<file path="config.mk">
export PLATFORM = sky130hd
export DESIGN_NAME = clk_div_monitor
export DESIGN_NICKNAME = d
export VERILOG_FILES = /design/src/rtl/clk_div_monitor.sv
export SDC_FILE = /design/constraint.sdc
export NUM_CORES = 1
export LEC_CHECK = 0
export ABC_AREA = 1
export CAP_MARGIN = 20
export CORE_ASPECT_RATIO = 0.75
export CORE_MARGIN = 3
export CORE_UTILIZATION = 54
export CTS_CLUSTER_DIAMETER = 120
export CTS_CLUSTER_SIZE = 40
export DETAILED_ROUTE_END_ITERATION = 12
export PLACE_DENSITY = 0.8
export SKIP_CTS_REPAIR_TIMING = 1
export SLEW_MARGIN = 25
export SYNTH_ARGS = -nofsm -noshare
export SYNTH_HDL_FRONTEND = slang
export SYNTH_SLANG_ARGS = --single-unit
</file>
<file path="constraint.sdc">
create_clock -name clk -period 1.5 [get_ports clk]
set_input_delay 0.225 -clock clk [delete_from_list [all_inputs] [get_ports clk]]
set_output_delay 0.225 -clock clk [all_outputs]
set_load 0.05 [all_outputs]
</file>
<file path="src/rtl/clk_div_monitor.sv">
// Samples a divided clock in the source domain, emits rise/fall ticks,
// measures rise-to-rise period and tracks lock/fault against DIV.
module clk_div_monitor #(
    parameter int DIV         = 4,
    parameter int SYNC_STAGES = 2,
    parameter int LOCK_CNT    = 4,
    parameter int CNT_W       = 8,
    parameter int TIMEOUT     = 4 * DIV
) (
    input  logic             clk,
    input  logic             rst,
    input  logic             clk_div_in,
    output logic             tick_rise,
    output logic             tick_fall,
    output logic [CNT_W-1:0] period,
    output logic             period_valid,
    output logic             locked,
    output logic             fault
);

    localparam int MW = $clog2(LOCK_CNT + 1);
    localparam logic [CNT_W-1:0] DIV_V = CNT_W'(DIV);
    localparam logic [CNT_W-1:0] TO_V  = CNT_W'(TIMEOUT);
    localparam logic [CNT_W-1:0] CMAX  = '1;
    localparam logic [MW-1:0]    LCK_V = MW'(LOCK_CNT);

    typedef enum logic [1:0] {
        S_IDLE,
        S_ACQ,
        S_LOCK,
        S_FAULT
    } state_t;

    state_t state_q, state_d;

    logic [SYNC_STAGES-1:0] sync_q;
    logic                   prev_q;
    logic [CNT_W-1:0]       cnt_q;
    logic                   seen_q;
    logic [MW-1:0]          match_q, match_d;

    logic sync_v;
    logic rise_det;
    logic fall_det;
    logic meas;
    logic hit;
    logic timeout;

    assign sync_v   = sync_q[SYNC_STAGES-1];
    assign rise_det = sync_v & ~prev_q;
    assign fall_det = ~sync_v & prev_q;
    assign meas     = rise_det & seen_q;
    assign hit      = (cnt_q == DIV_V);
    // An edge in the same cycle as the timeout is treated as a measurement.
    assign timeout  = (cnt_q >= TO_V) & ~rise_det;

    always_ff @(posedge clk or negedge rst) begin
        if (!rst) begin
            sync_q <= '0;
            prev_q <= 1'b0;
        end else begin
            sync_q <= {sync_q[SYNC_STAGES-2:0], clk_div_in};
            prev_q <= sync_v;
        end
    end

    always_ff @(posedge clk or negedge rst) begin
        if (!rst) begin
            cnt_q  <= '0;
            seen_q <= 1'b0;
        end else begin
            if (rise_det) begin
                cnt_q  <= CNT_W'(1);
                seen_q <= 1'b1;
            end else if (cnt_q != CMAX) begin
                cnt_q <= cnt_q + CNT_W'(1);
            end
        end
    end

    always_comb begin
        state_d = state_q;
        match_d = match_q;
        if (timeout) begin
            state_d = S_FAULT;
            match_d = '0;
        end else begin
            unique case (state_q)
                S_IDLE: begin
                    if (rise_det) begin
                        state_d = S_ACQ;
                        match_d = '0;
                    end
                end
                S_ACQ: begin
                    if (meas) begin
                        if (hit) begin
                            match_d = match_q + MW'(1);
                            if (match_d == LCK_V) begin
                                state_d = S_LOCK;
                            end
                        end else begin
                            match_d = '0;
                        end
                    end
                end
                S_LOCK: begin
                    if (meas && !hit) begin
                        state_d = S_FAULT;
                        match_d = '0;
                    end
                end
                S_FAULT: begin
                    if (meas && hit) begin
                        state_d = S_ACQ;
                        match_d = MW'(1);
                    end
                end
                default: begin
                    state_d = S_IDLE;
                    match_d = '0;
                end
            endcase
        end
    end

    always_ff @(posedge clk or negedge rst) begin
        if (!rst) begin
            state_q <= S_IDLE;
            match_q <= '0;
        end else begin
            state_q <= state_d;
            match_q <= match_d;
        end
    end

    always_ff @(posedge clk or negedge rst) begin
        if (!rst) begin
            tick_rise    <= 1'b0;
            tick_fall    <= 1'b0;
            period_valid <= 1'b0;
            period       <= '0;
            locked       <= 1'b0;
            fault        <= 1'b0;
        end else begin
            tick_rise    <= rise_det;
            tick_fall    <= fall_det;
            period_valid <= meas;
            if (meas) begin
                period <= cnt_q;
            end
            locked <= (state_q == S_LOCK);
            fault  <= (state_q == S_FAULT);
        end
    end

endmodule

</file>
# ---- Word-level counts from Yosys, hierarchy flattened
# Cells that the tools add are included.
dict set report word_totals {
  memories 0
  wordCells 58
  rom_bits 0
  reg_bits 30
  ramBits 0
  output_inout_bits 13
  latch_bits 0
  inputBits 3
}
dict set report classes {
  n_reduce_logical 7
  shifts 0
  addsub 2
  bitwise_logic 7
  div_mod_pow 0
  eq_ne 12
  muxes 17
  n_mul 0
  order_cmp 1
}
# operator n
set op_table {}
lappend op_table {{$mux W3} 6}
lappend op_table {{$ne A3 B3 Y1 const B} 6}
lappend op_table {{$mux W8} 2}
lappend op_table {{$mux W2} 7}
lappend op_table {{$pmux W3 S4} 1}
lappend op_table {{$add A8 B1 Y8 const B} 1}
lappend op_table {{$eq A8 B3 Y1 const B} 1}
lappend op_table {{$ge A8 B5 Y1 const B} 1}
lappend op_table {{$ne A8 B8 Y1 const B} 1}
lappend op_table {{$pmux W2 S4} 1}
lappend op_table {{$reduce_and A6 Y1} 1}
lappend op_table {{$and A1 B1 Y1} 4}
lappend op_table {{$eq A2 B2 Y1 const B} 2}
lappend op_table {{$reduce_and A4 Y1} 1}
lappend op_table {{$add A3 B1 Y3 const B} 1}
lappend op_table {{$eq A3 B3 Y1 const B} 1}
lappend op_table {{$not A1 Y1} 3}
lappend op_table {{$eq A2 B1 Y1 const B} 1}
lappend op_table {{$logic_and A1 B1 Y1} 2}
lappend op_table {{$logic_not A2 Y1} 1}
lappend op_table {{$reduce_bool A2 Y1} 1}
lappend op_table {{$logic_not A1 Y1} 1}

# ---- Longest topological paths before layout
# Gate-level depths: netlist (run 1).
dict set report logic_depth {
  word_depth 7
  depth_mapped 12
  mapped_depth_nobuf 12
}

# ---- Worst setup path after synthesis (run 1)
# No wires, ideal clock.
dict set report synth_timing {
  path_type {register to register}
  start {register state_q[0]}
  end {register match_q[0]}
  setup_slack_ns 0.151
  arrival_time_ns 1.228
  n_path_buf 0
  setup_ns 0.121
  required_time_ns 1.379
  synth_period_minus_slack_ns 1.349
  stages_incl_launch_ff 13
  path_cell_list {dfrtp_1 -> inv_1 -> ha_1 -> nor2_1 -> nand2_1 -> nand2_1 -> nand2_1 -> inv_1 -> nand2_1 -> nand2_2 -> nand2_2 -> nand2_1 -> o21ai_1}
}
dict set report synth_via {
  elab_chain_len 3
  word_cells_on_any_way 11
  cone_classes {eq/ne (7); mux (2); reduce/logical (2)}
}
# item line_no
set synth_rtl {}
lappend synth_rtl {{start: declaration} 34} ;# state_t state_q, state_d;
lappend synth_rtl {{start signal: assignment} 132} ;# state_q <= state_d;
lappend synth_rtl {{$eq A2 B2 Y1, or another cell as far along} 88} ;# unique case (state_q)
lappend synth_rtl {{$ne A3 B3 Y1 (no source line) or $pmux W3 S4 (tied branches)} n/a}
lappend synth_rtl {{$reduce_and A4 Y1 (no source line) or $mux W3 (tied branches)} n/a}
lappend synth_rtl {{end signal: assignment} 133} ;# match_q <= match_d;
lappend synth_rtl {{end: declaration} 40} ;# logic [MW-1:0] match_q, match_d;
# Parallel ways exist; a longest one is shown, timed or not.
# A chain may end at the register's enable or synchronous reset.

# ---- Final worst setup path (run 1)
dict set report layout_timing {
  start {register state_q[1]}
  end {register match_q[2]}
}
# The elaborated chain is that of the path after synthesis.

==> flow_summary.toml, run 1 <==
[cts]
cts_tree = "done"
cts_buffers = 5
root_buffer = "clkbuf_4"
clock-sinks = 30
clk_pin_slew_ns = 0.10
htreeDepth = 2
cts_buffer_depth = 2
worstSkewPairLatency_ns = 0.34

[critical_path]
cp_cell_sequence = "inv_2 > ha_2 > nor2_4 > nand2_1 > nand2_1 > nand2_1 > inv_1 > nand2_1 > nand2_2 > nand2_4 > nand2_1 > o21ai_1"
arrival_ns = 1.75
worst-endpoint-required_ns = 1.73
end_kind = "flip-flop"
ff2ff_path_depth = 12
start_kind = "flip-flop"
cp_slowest_cell = "dfrtp_2"
crit_path_max_incr_delay_ns = 0.43
worstSetupPathType = "flip-flop to flip-flop"
critPathMaxFanout = 6
crit_top_cell = "nand2_1"

[logic_synthesis]
synth_cell_types = 22
yosysTopAreaCell = "dfrtp_1"
synthTopCellsByArea = "dfrtp_1 (53%), nand2_1 (8.5%), ha_1 (7.9%)"
synth_seq_cells = 30
ys_warn_count = 0
syn_nets = 160
synth_top_area_share_pct = 52.9
synth_area_per_cell_um2 = 9.59
syn-cell-area_um2 = 1420
synthCells = 148
yosysSeqAreaShare_pct = 52.9

[place]
dp_slack_ns = -0.0198
place.gp.congestion = 0.773
place_hpwl_um = 2090
io_buffers = 15

[layout]
antennaDiodeCount = 0
utilization_pct = 74.8
multi_input_area_um2 = 623
drive_above_1_share_pct = 31.1
regArea_um2 = 753
nNetsFinal = 191
syn2layout_area_growth_pct = 26.7
fill_cells = 159

[global_routing]
grt_usage_pct = 20.2
use_met1_pct = 26.0
first_global_vias = 1072
grt_max_degree = 31
use_met2_pct = 29.9
gr-max-usage-layer = "met2"
grt_overflow = 0
met3_usage_pct = 6.26
grt_pass1_wl_um = 4890
grt_antenna_before_repair = 0

[die]
die_area_um2 = 3280
initial_core_util_pct = 59.1
dieHeight_um = 50.4
fp.coreArea_um2 = 2400
die_w_um = 65.2
ios = 16
row_count = 15

[run_status]
status = "complete, but fails checks"
violations = "negative setup slack"

[pwr]
pwr-share-seq_pct = 33.9
power_leakage_uw = 0.000913
p_comb_share_pct = 40.2
p_clk_share_pct = 26.0
p_sw_uw = 1310
max-vdd-ir-drop_mv = 0.734
swShare_pct = 39.6
p_int_uw = 1990
power.density_nw_per_um2 = 1830
finalPower_uw = 3300

[timing]
skew_ns = 0.00999
rsz0062_at_grt = "yes"
hold_slack_ns = 0.259
fin_crit_sh_pct = 101
finalSetupViolCount = 3
setup_ws_ns = -0.0162
hold_viol_final = 0
fmax_mhz = 660
tightest_slew_ns = 0.375
min_period_ns = 1.52
relSlewSlack_pct = 75.0
drv_slew = 0

[routing]
drt_pass1_iterations = 4
vias = 1161
wirelength_um = 3090
dr.first_iter.drc_count = 88
drc_errors = 0
ant_nets = 0
via_per_inst = 5.43
wl_per_cell_um = 14.4

[flow_run]
cap_viol_max_count = 0

[min_path]
hp-class = "input port to async pin"
-- area by class of cell --
| class | count | area share [%] |
|---|---|---|
| flip-flops and latches | 30 | 41.9 |
| clock inverters | 2 | 3.34 |
| clock buffers | 6 | 2.85 |
| multi-input cells | 98 | 34.7 |
| well taps | 34 | 2.37 |
| inverters | 18 | 3.76 |
| repair buffers | 26 | 11.1 |
-- flip-flops by register name, summed over array words and instances, names as in the netlist, 2 cells and up --
name     cells
cnt_q        8
match_q      3
period       8
state_q      2
sync_q       2
-- Yosys cell counts --
cell      count
o21ai_1       7
nand3_1       7
nand2_1      32
clkbuf_8      1
a31oi_1       3
nor2_1        8
o21ai_0      13
nor2_4        1
or2_2         1
inv_1        18
nand4_1       3
nand3_4       2
clkbuf_1      1
dfrtp_1      30
ha_1          9
nand3_2       2
nor3_4        1
nand2_4       1
xor2_1        1
nand2_2       3
nor3_1        1
a21oi_1       3
-- critical path: cells and delay by family (launching register included) --
kind                     cells  cell delay, ns
AO/OA/AOI/OAI                1            0.07
flip-flops                   1            0.43
buffers and inverters        2            0.12
AND/OR/NAND/NOR              8            0.60
adder cells (fa/ha/maj)      1            0.20
-- power groups by stage --
stage	Clock, uW	Combinational [uW]	Sequential (uW)
2_1_floorplan	0	558	1350
3_3_place_gp	0	1090	1100
3_5_place_dp	0	1140	1110
4_1_cts	864	1170	1090
5_1_grt	922	1430	1140
6_report	857	1320	1120
-- cell families (layout without fill, tap and decap cells) --
group	after synthesis	count (layout)	synth area share, %
adders and majority gates	9	9	7.94
and+or+nand+nor	62	62	23.1
buffers and inverters	20	52	6.00
xor gates and xnor gates	1	1	0.617
AOI/OAI and AO/OA	26	26	9.44
DFF	30	30	52.9
-- placed cells by master, fill, tap and decap left out, types with 5 or more instances in the layout --
cell type,Yosys,layout
nand3_1,7,6
dfrtp_1,30,28
ha_1,9,5
o21ai_1,7,7
clkbuf_4,0,5
o21ai_0,13,13
nor2_1,8,7
inv_1,18,14
nand2_1,32,31
buf_4,0,24
-- worst paths after layout --
check	from	to	slack, ns
setup / recovery	state_q[1]	match_q[2]	-0.02
hold / removal	rst	cnt_q[1]	0.26
setup reg to reg	state_q[1]	match_q[2]	-0.02
hold reg to reg	sync_q[0]	sync_q[1]	0.38
max in group asynchronous	rst	state_q[1]	0.95
min in group clk	clk_div_in	sync_q[0]	0.32
-- per-stage QoR --
stage               setup TNS (ns)  cell area, um^2  instances
detailed placement         -0.0384             1620        203
global placement                 0             1620        203
floorplan                        0             1420        148
CTS                         -0.478             1730        211
finish                     -0.0280             1800        214
global route                -0.522             1800        214
-- layer usage --
metal  part of all wire [%]  vias to the layer above
met4                    2.7                        0
met2                     46                       57
met3                    7.9                       12
met1                     44                      546
met5                      0                        -
li1                       -                      546
(Power assumes the default switching activity.)
==> run 2: changes to the inputs <==
Settings changed: CAP_MARGIN 20 to 0.
==> results of run 2 <==
Same layout as run 1: the final DEF is identical, and so are final timing and power.
==> run 3: changes to the inputs <==
Settings changed: MAX_ROUTING_LAYER set to met4.
==> run 3 against run 2 <==
Against the previous run:
- final area is the same
- maximum frequency grew 0.40%
- power shrank 0.15%
- clock power is essentially flat
- global-route usage grew 0.81 points
- critical endpoint unchanged
- clock skew shrank 0.0017 ns
- die area is the same
- hold slack lost 0.00060 ns
- the flow still finishes with violations (negative setup slack)
- first-iteration DRC count shrank 11%
- register-to-register slack is essentially flat
- via count grew 0.17%
- sequential share of layout area is the same
==> flow_summary.toml, run 3 (synthesized netlist as in run 1, its figures left out) <==
[run_status]
status = "complete, but fails checks"
violations = "negative setup slack"

[timing]
rsz0062_at_grt = "yes"
finalSetupViolCount = 2
drv_slew = 0
min_period_ns = 1.51
setup_tns_ns = -0.0139
hold_viol_final = 0
setup_ws_ns = -0.0101
fmax_mhz = 662
fin_crit_sh_pct = 101
relSlewSlack_pct = 75.4
tightest_slew_ns = 0.369
hold_slack_ns = 0.258
skew_ns = 0.00826

[place]
place_hpwl_um = 2090
dp.cells = 203
dp_slack_ns = -0.0198
io_buffers = 15
place.gp.congestion = 0.784

[layout]
final_cell_mix = "nand2_1 (31), dfrtp_1 (28), buf_4 (24), inv_1 (14), o21ai_0 (13)"
syn2layout_area_growth_pct = 26.7
nNetsFinal = 191
antennaDiodeCount = 0
utilization_pct = 74.8
drive_above_1_share_pct = 31.1
final_common_cell = "nand2_1"
reg_top3 = "cnt_q: 8 flops, period: 8 flops, match_q: 3 flops"
instances_no_fill = 214

[global_routing]
grt_overflow = 0
first_global_vias = 1060
grt_pass1_wl_um = 4930
grt_antenna_before_repair = 0
grt_usage_pct = 21.0
grt_max_degree = 31

[cts]
cts_tree = "done"
worstSkewPairLatency_ns = 0.34
clock-sinks = 30
clk_pin_slew_ns = 0.10
cts_buffers = 5
htreeDepth = 2
cts_buffer_depth = 2
root_buffer = "clkbuf_4"

[die]
ios = 16
row_count = 15
initial_core_util_pct = 59.1
dieHeight_um = 50.4
die_w_um = 65.2
die_area_um2 = 3280
fp.coreArea_um2 = 2400

[critical_path]
start_kind = "flip-flop"
cp_cell_sequence = "inv_2 > ha_2 > nor2_4 > nand2_1 > nand2_1 > nand2_1 > inv_1 > nand2_1 > nand2_2 > nand2_4 > nand2_1 > o21ai_1"
rr_endpoint = "match_q[2]"
crit_cells = 12
crit_start = "state_q[1]"
critPathCapture = "match_q[2]"
end_kind = "flip-flop"
r2r-start = "state_q[1]"
path_delay_family = "simple AND/OR/NAND/NOR gates"
arrival_ns = 1.74
cp_slowest_cell = "dfrtp_2"
ff2ff_setup_slack_ns = -0.01
ff2ff_path_depth = 12
cp_num_buf_inv = 2
critPathMaxFanout = 6
worstSetupPathType = "flip-flop to flip-flop"
crit_top_cell = "nand2_1"
crit_path_max_incr_delay_ns = 0.43
worst-endpoint-required_ns = 1.73

[routing]
drt_pass1_iterations = 5
vias = 1163
via_per_inst = 5.43
dr.first_iter.drc_count = 78
wirelength_um = 3070
wl_per_cell_um = 14.4
drc_errors = 0
ant_nets = 0

[pwr]
p_sw_uw = 1300
power_leakage_uw = 0.000913
pwr-share-seq_pct = 33.9
p_int_uw = 1990
p_clk_share_pct = 26.0
power.density_nw_per_um2 = 1830
max-vdd-ir-drop_mv = 0.722
p_comb_share_pct = 40.1
swShare_pct = 39.5

[min_path]
hp-class = "input port to async pin"

[flow_run]
cap_viol_max_count = 0
[run 3: cell counts in the layout (fill, tap and decap cells not counted)]
No cell type changed its count.
[run 3: power groups by stage]
| stage | registers (uW) | clock network (uW) | logic [uW] |
|---|---|---|---|
| after global routing | 1140 | 926 | 1430 |
| after CTS | 1090 | 864 | 1170 |
| after global placement | 1100 | 0 | 1090 |
| final | 1110 | 857 | 1320 |
| after detailed placement | 1110 | 0 | 1140 |
| after floorplan | 1350 | 0 | 558 |
[run 3: layout make-up]
type | instances | area (um^2)
Sequential cell | 30 | 753
Multi-Input combinational cell | 98 | 623
Fill cell | 159 | 604
Timing Repair Buffer | 26 | 200
Inverter | 18 | 67.6
Clock inverter | 2 | 60.1
Clock buffer | 6 | 51.3
Tap cell | 34 | 42.5
[run 3: per-layer routing]
metal	global-route usage [%]	vias to the layer above	wire length, um
met5	-	-	0
li1	-	543	-
met2	30.1	50	1390
met4	10.7	0	100
met1	26.2	555	1360
met3	7.61	15	225
[run 3: worst register-to-register path: cells and delay by family (launching register included)]
kind,cells,cell delay [ns]
compound gates,1,0.07
fa+ha+maj,1,0.20
flops,1,0.43
simple gates,8,0.61
buf+inv,2,0.12
[run 3: worst min-delay path by stage]
stage	from	end	slack, ns	cells after the start
2_1_floorplan	rst	cnt_q[0]	-0.07	0
3_3_place_gp	sync_q[0]	sync_q[1]	0.34	0
3_5_place_dp	sync_q[0]	sync_q[1]	0.35	0
4_1_cts	rst	cnt_q[1]	0.27	2
5_1_grt	rst	tick_rise	0.27	2
6_report	rst	cnt_q[1]	0.26	2
[run 3: stage by stage]
step,area [um^2],power [uW]
final,1800,3290
after global routing,1800,3500
after CTS,1730,3130
after detailed placement,1620,2250
after global placement,1620,2190
after floorplan,1420,1910
